$ cat src/rtl/mod_m_down_counter_with_delay_pkg.sv
// Shared sizing helpers for the prescaled mod-M counter family.
// Register widths are derived from the largest value they must hold.
package mod_m_down_counter_with_delay_pkg;

   // Number of bits needed to represent v. Returns at least 1, so a value of 0 still gets a bit.
   function automatic int clogb2(input int v);
      int r;
      r = 1;
      for (int i = 0; i < 31; i++) begin
         if ((v >> i) != 0) r = i + 1;
      end
      return r;
   endfunction

endpackage

$ cat src/rtl/prescaler_mod_n.sv
// Mod-N prescaler: counts enabled clocks and flags the last one of every N.
// A synchronous clear restarts the count regardless of en.
module prescaler_mod_n
   import mod_m_down_counter_with_delay_pkg::*;
#(
   parameter  int N   = 50,
   localparam int qaL = clogb2(N - 1)
) (
   input  logic           clk,
   input  logic           rst,
   input  logic           en,
   input  logic           clr,
   output logic [qaL-1:0] Qa,
   output logic           last
);

   localparam logic [qaL-1:0] QA_MAX = qaL'(N - 1);

   assign last = en & (Qa == QA_MAX);

   // The terminal value is compared before incrementing, so Qa never overflows.
   always_ff @(posedge clk or posedge rst) begin
      if (rst) begin
         Qa <= '0;
      end else if (clr) begin
         Qa <= '0;
      end else if (en) begin
         Qa <= (Qa == QA_MAX) ? '0 : Qa + 1'b1;
      end
   end

endmodule

$ cat src/rtl/mod_m_down_counter_with_delay.sv
// Prescaled mod-M down counter: Q decrements once every N enabled clocks and
// wraps from 0 to M-1 with a one-cycle wrap pulse. Preload has priority over stepping.
module mod_m_down_counter_with_delay
   import mod_m_down_counter_with_delay_pkg::*;
#(
   parameter  int M  = 11,
   parameter  int N  = 50,
   localparam int qL = clogb2(M - 1)
) (
   input  logic          clk,
   input  logic          rst,
   input  logic          en,
   input  logic          load,
   input  logic [qL-1:0] load_val,
   output logic [qL-1:0] Q,
   output logic          step,
   output logic          zero,
   output logic          wrap
);

   localparam logic [qL-1:0] Q_MAX = qL'(M - 1);

   logic [qL-1:0] load_sat;

   prescaler_mod_n #(.N(N)) u_pre (
      .clk  (clk),
      .rst  (rst),
      .en   (en),
      .clr  (load),
      .Qa   (),
      .last (step)
   );

   // load_val may encode values above M-1 when M is not a power of two.
   assign load_sat = (load_val > Q_MAX) ? Q_MAX : load_val;
   assign zero     = (Q == '0);

   always_ff @(posedge clk or posedge rst) begin
      if (rst) begin
         Q    <= Q_MAX;
         wrap <= 1'b0;
      end else begin
         wrap <= step & ~load & zero;
         if (load) begin
            Q <= load_sat;
         end else if (step) begin
            Q <= zero ? Q_MAX : Q - 1'b1;
         end
      end
   end

endmodule

$ cat config.mk
export PLATFORM = sky130hd
export DESIGN_NAME = mod_m_down_counter_with_delay
export DESIGN_NICKNAME = d
export VERILOG_FILES = /design/src/rtl/mod_m_down_counter_with_delay_pkg.sv /design/src/rtl/prescaler_mod_n.sv /design/src/rtl/mod_m_down_counter_with_delay.sv
export SDC_FILE = /design/constraint.sdc
export NUM_CORES = 1
export LEC_CHECK = 0
export CORE_MARGIN = 8
export CORE_UTILIZATION = 47
export DETAILED_ROUTE_END_ITERATION = 6
export PLACE_DENSITY = 0.83
export SKIP_CTS_REPAIR_TIMING = 1
export SLEW_MARGIN = 20
export SYNTH_ARGS = -nofsm -noshare
export SYNTH_HDL_FRONTEND = slang
export SYNTH_SLANG_ARGS = --single-unit
$ cat constraint.sdc
create_clock -name clk -period 1.9 [get_ports clk]
set_input_delay 0.19 -clock clk [delete_from_list [all_inputs] [get_ports clk]]
set_output_delay 0.19 -clock clk [all_outputs]
set_load 0.05 [all_outputs]
=== After elaboration in Yosys (flattened, before gate mapping) ===
Cells that the tools add are included.

* Bits in read-only memories: 0
* Bits in latches: 0
* Flip-flop bits (word level): 11
* RAM bits: 0
* Output and inout bits: 7
* Word-level logic and storage cells: 21
* Memories kept: 0
* Bits of input ports: 8

* Equal/unequal tests: 1
* Div/mod/pow operators: 0
* Shift-type cells: 0
* Reductions and logical operators: 3
* Bitwise operators: 4
* Mux-type cells: 7
* Add/subtract/negate cells: 2
* $mul: 0
* $lt $le $gt $ge: 1

{| class="wikitable"
|+ Operators with widths
! kind !! number
|-
| $mux 6 || 3
|-
| $mux 4 || 4
|-
| $add 6x1->6 const B || 1
|-
| $eq 6x6->1 const B || 1
|-
| $gt 4x4->1 const B || 1
|-
| $logic_not 4->1 || 1
|-
| $reduce_bool 2->1 || 2
|-
| $sub 4x1->4 const B || 1
|-
| $and 1x1->1 || 3
|-
| $not 1->1 || 1
|}

=== Logic depth before layout (Yosys ltp) ===
* Depth in word-level cells: 4
* Mapped depth: 6
* Mapped depth without buffers: 6

=== Hierarchy ===
Synthesis repeated with hierarchy kept, for this count alone.

* Cells, all modules: 76
* Area total of the unflattened synthesis: 715.7 µm²

{| class="wikitable"
|+ By module, submodules not included
! module !! cells an instance !! sequential area each (µm²) !! area an instance (µm²) !! times used
|-
| prescaler_mod_n || 43 || 150.1 || 401.6 || 1
|-
| mod_m_down_counter_with_delay || 33 || 127.6 || 314.1 || 1
|}

=== Least setup slack after synthesis ===
Ideal clock, no wire load.

* Path kind: reg2reg
* Start point: register Q[0]
* End point: register Q[0]
* Arrival time: 2.515 ns
* Data required time: 1.761 ns
* Library setup time: 0.139 ns
* Slack: -0.754 ns
* Clock period less this slack: 2.654 ns
* Cell stages (with the launch flop): 7
* Cells stage by stage: dfrtp_1 -> inv_1 -> ha_1 -> nor3b_1 -> nor4_1 -> a211oi_1 -> a21oi_1

* Longest elaborated chain between the ends: 4

{| class="wikitable"
|+ Ends and longest elaborated chain
! what !! line !! text
|-
| start: declaration || mod_m_down_counter_with_delay.sv:15 || <nowiki>output logic [qL-1:0] Q,</nowiki>
|-
| start signal: assignment || mod_m_down_counter_with_delay.sv:45 || <nowiki>Q <= load_sat;</nowiki>
|-
| start signal: assignment || mod_m_down_counter_with_delay.sv:47 || <nowiki>Q <= zero ? Q_MAX : Q - 1'b1;</nowiki>
|-
| $logic_not 4->1 || mod_m_down_counter_with_delay.sv:36 || <nowiki>assign zero = (Q == '0);</nowiki>
|-
| named net zero || mod_m_down_counter_with_delay.sv:17 || <nowiki>output logic zero,</nowiki>
|-
| $mux 4 || mod_m_down_counter_with_delay.sv:47 ||
|-
| $mux 4 || mod_m_down_counter_with_delay.sv:46 || <nowiki>end else if (step) begin</nowiki>
|-
| $mux 4 || mod_m_down_counter_with_delay.sv:44 || <nowiki>if (load) begin</nowiki>
|}

The timed path passes the listed nets, and every way through them passes these cells. The select of a mux whose other input is x is not followed.
A chain may end at the register's enable or synchronous reset.

=== Worst setup path in the final report ===
* Start point: register Q[2]
* End point: output port Q[2]

No word-level cell between the ends.

==> impl_metrics.toml <==
[status]
status = "finished clean"

[timing]
fin_tns_setup_ns = 0
finalHoldViolations = 0
setup-violations-final = 0
max-slew-margin-rel_pct = 66.5
period_minus_slack_ns = 1.78
max_freq_mhz = 561
finalMaxSlewViolations = 0
worst_pin_slew_ns = 0.501
finalCritPeriodShare_pct = 93.8
hold_ws_ns = 0.200
clock_skew_ns = 0.0102
rsz0062_at_grt = "false"

[synth]
netlist_area_um2 = 671
synth.ff_latch_count = 11
synthDistinctLibCells = 32
synthCells = 74
syn_avg_cell_area_um2 = 9.06
yosysSeqAreaShare_pct = 41.4
ys_warn_count = 0
syn-num-nets = 85

[critical_path]
reg2reg_depth = 4
cp-start-kind = "flop"
end_kind = "primary output"
path_delay_family = "buffers and inverters"
cp_num_cells = 1
rr_endpoint = "Q[3]"
crit_chain = "clkdlybuf4s50_1"
worstReg2RegStart = "u_pre.Qa[2]"
critPathMaxFanout = 6
crit_type = "reg -> out"
r2r_setup_slack_ns = 0.33
cp_data_required_time_ns = 1.71
crit_arrival_ns = 1.59
path_buf_inv = 1
slowest_stage = "clkdlybuf4s50_1"
slowest_delay_ns = 0.85

[grt]
grt_pass1_vias = 604
gr-total-overflow = 0
grtUsageTotal_pct = 12.1
grt_pass1_wl_um = 2570
antenna_found_initial = 0
grt_max_degree = 12

[route]
via_per_inst = 5.84
dr.pass1.iters = 4
wl_per_cell_um = 14.9
finalWirelength_um = 1580
drt_iter0_markers = 1
vias = 619
drc = 0
ant_nets = 0

[power_and_ir_drop]
ir_drop_uv = 387
p_leak_nw = 0.371
powerDensity_nw_per_um2 = 630

[worst_hold_path]
holdCritPathClass = "in -> async"

[finish]
syn_to_final_growth_pct = 32.3
multi_input_area_um2 = 367
ff_latch_area_um2 = 279
diodes = 0
drive_gt1_share_pct = 15.4
layout.nets = 103
fill_cells = 99

[job]
drv_cap = 0

[floorplan]
die_y_um = 53.8
rows = 13
initial_utilization_pct = 50.9
dieArea_um2 = 2890
ios = 15
coreArea_um2 = 1320
die_w_um = 53.8

[clock_tree]
htreeDepth = 1
worstSkewPairLatency_ns = 0.28
cts_tree = "built"
clkTransAtPathRegs_ns = 0.08
clock-sinks = 11
ctsRootBufferMaster = "clkbuf_4"
clk_path_buf_depth = 2
cts_buffers = 3

[placed_design]
dpl.hpwl_um = 1220
port_buffers = 14
gp_congestion = 0.786
[cell type report]
class | count | share of cell area, %
Sequential cell | 11 | 31.5
Tap cell | 15 | 2.12
Timing Repair Buffer | 16 | 19.2
Inverter | 7 | 2.96
Clock buffer | 4 | 2.96
Multi-Input combinational cell | 53 | 41.3
[Yosys cell counts]
| master | instances | area (um^2) |
|---|---|---|
| xor2_1 | 2 | 17.5 |
| nand3_1 | 1 | 5.00 |
| dfstp_2 | 2 | 52.6 |
| nand4bb_1 | 1 | 11.3 |
| nor3_1 | 4 | 20.0 |
| a31oi_1 | 1 | 6.26 |
| o2111ai_1 | 2 | 17.5 |
| nand2b_1 | 2 | 12.5 |
| nor2_1 | 3 | 11.3 |
| nand3_2 | 1 | 10.0 |
| a311oi_1 | 1 | 8.76 |
| or3_1 | 1 | 6.26 |
| nand2_1 | 7 | 26.3 |
| o21ai_0 | 1 | 5.00 |
| mux2i_1 | 2 | 20.0 |
| a211oi_1 | 1 | 7.51 |
| a21oi_1 | 8 | 40.0 |
| clkbuf_1 | 3 | 11.3 |
| nor4b_1 | 1 | 8.76 |
| nor4_1 | 1 | 6.26 |
| ha_1 | 3 | 37.5 |
| nand3b_1 | 2 | 15.0 |
| a22oi_1 | 1 | 7.51 |
| and4bb_1 | 1 | 12.5 |
| nand4_1 | 1 | 6.26 |
| dfrtp_1 | 9 | 225 |
| inv_1 | 6 | 22.5 |
| and3_1 | 1 | 6.26 |
| clkinv_1 | 1 | 3.75 |
| a21boi_0 | 1 | 7.51 |
| nor3b_1 | 2 | 15.0 |
| o21bai_1 | 1 | 7.51 |
[worst max-delay path by stage]
stage            to        start
2_1_floorplan  Q[0]         Q[0]
3_3_place_gp   Q[0]         Q[0]
3_5_place_dp   Q[3]  u_pre.Qa[2]
4_1_cts        Q[2]         Q[2]
5_1_grt        Q[2]         Q[2]
6_report       Q[2]         Q[2]
[metal layers]
metal  track usage, %  share of wire [%]  vias up
li1                 -                  -      300
met1             12.1                 41      291
met2             21.6                 49       24
met3             3.86                9.4        4
met4             6.30                1.2        0
met5                0                  0        -
[registers in the layout, summed over array words and instances (netlist names)]
register	flops
Q	4
u_pre.Qa	6
wrap	1
[worst register-to-register path, stage by stage, from the launching register on]
cell	delay [ns]
dfrtp_1	0.45
and4bb_1	0.35
nand3_2	0.15
or3_1	0.40
a22oi_1	0.15
[stage by stage]
step	utilization, %	worst slack (ns)	power (mW)	std cells	instance area (um^2)
finish	67.3	0.118	0.559	106	887
global route	67.3	0.0813	0.584	106	887
CTS	67.3	0.103	0.566	106	887
detailed placement	65.3	0.361	0.402	102	861
global placement	65.3	0.402	0.398	102	861
floorplan	-	0.0781	0.350	74	683
[kinds of logic after synthesis]
group | Yosys count | synth area share (%)
DFF | 11 | 41.4
buffers and inverters | 10 | 5.60
and+or+nand+nor | 29 | 25.7
xor gates and xnor gates | 2 | 2.61
adders and majority gates | 3 | 5.60
muxes | 2 | 2.99
AOI/OAI and AO/OA | 17 | 16.0
[where the power goes]
part | total [mW] | switching (mW) | internal, mW
logic | 0.127 | 0.0731 | 0.0541
registers | 0.269 | 0.0194 | 0.249
clock network | 0.163 | 0.0813 | 0.0814
total | 0.559 | 0.174 | 0.385
[layout by cell type (no fill, tap or decap), types with 2 or more instances in the layout]
cell type	instances
a21oi_1	8
dfstp_2	2
clkbuf_4	3
mux2i_1	2
buf_4	4
o2111ai_1	2
nand2_1	7
nand3b_1	2
ha_1	3
dfrtp_1	8
nand2b_1	2
inv_1	6
xor2_1	2
nor3_1	4
clkdlybuf4s50_1	10
buf_12	2
nor2_1	3
(Power assumes the default switching activity.)
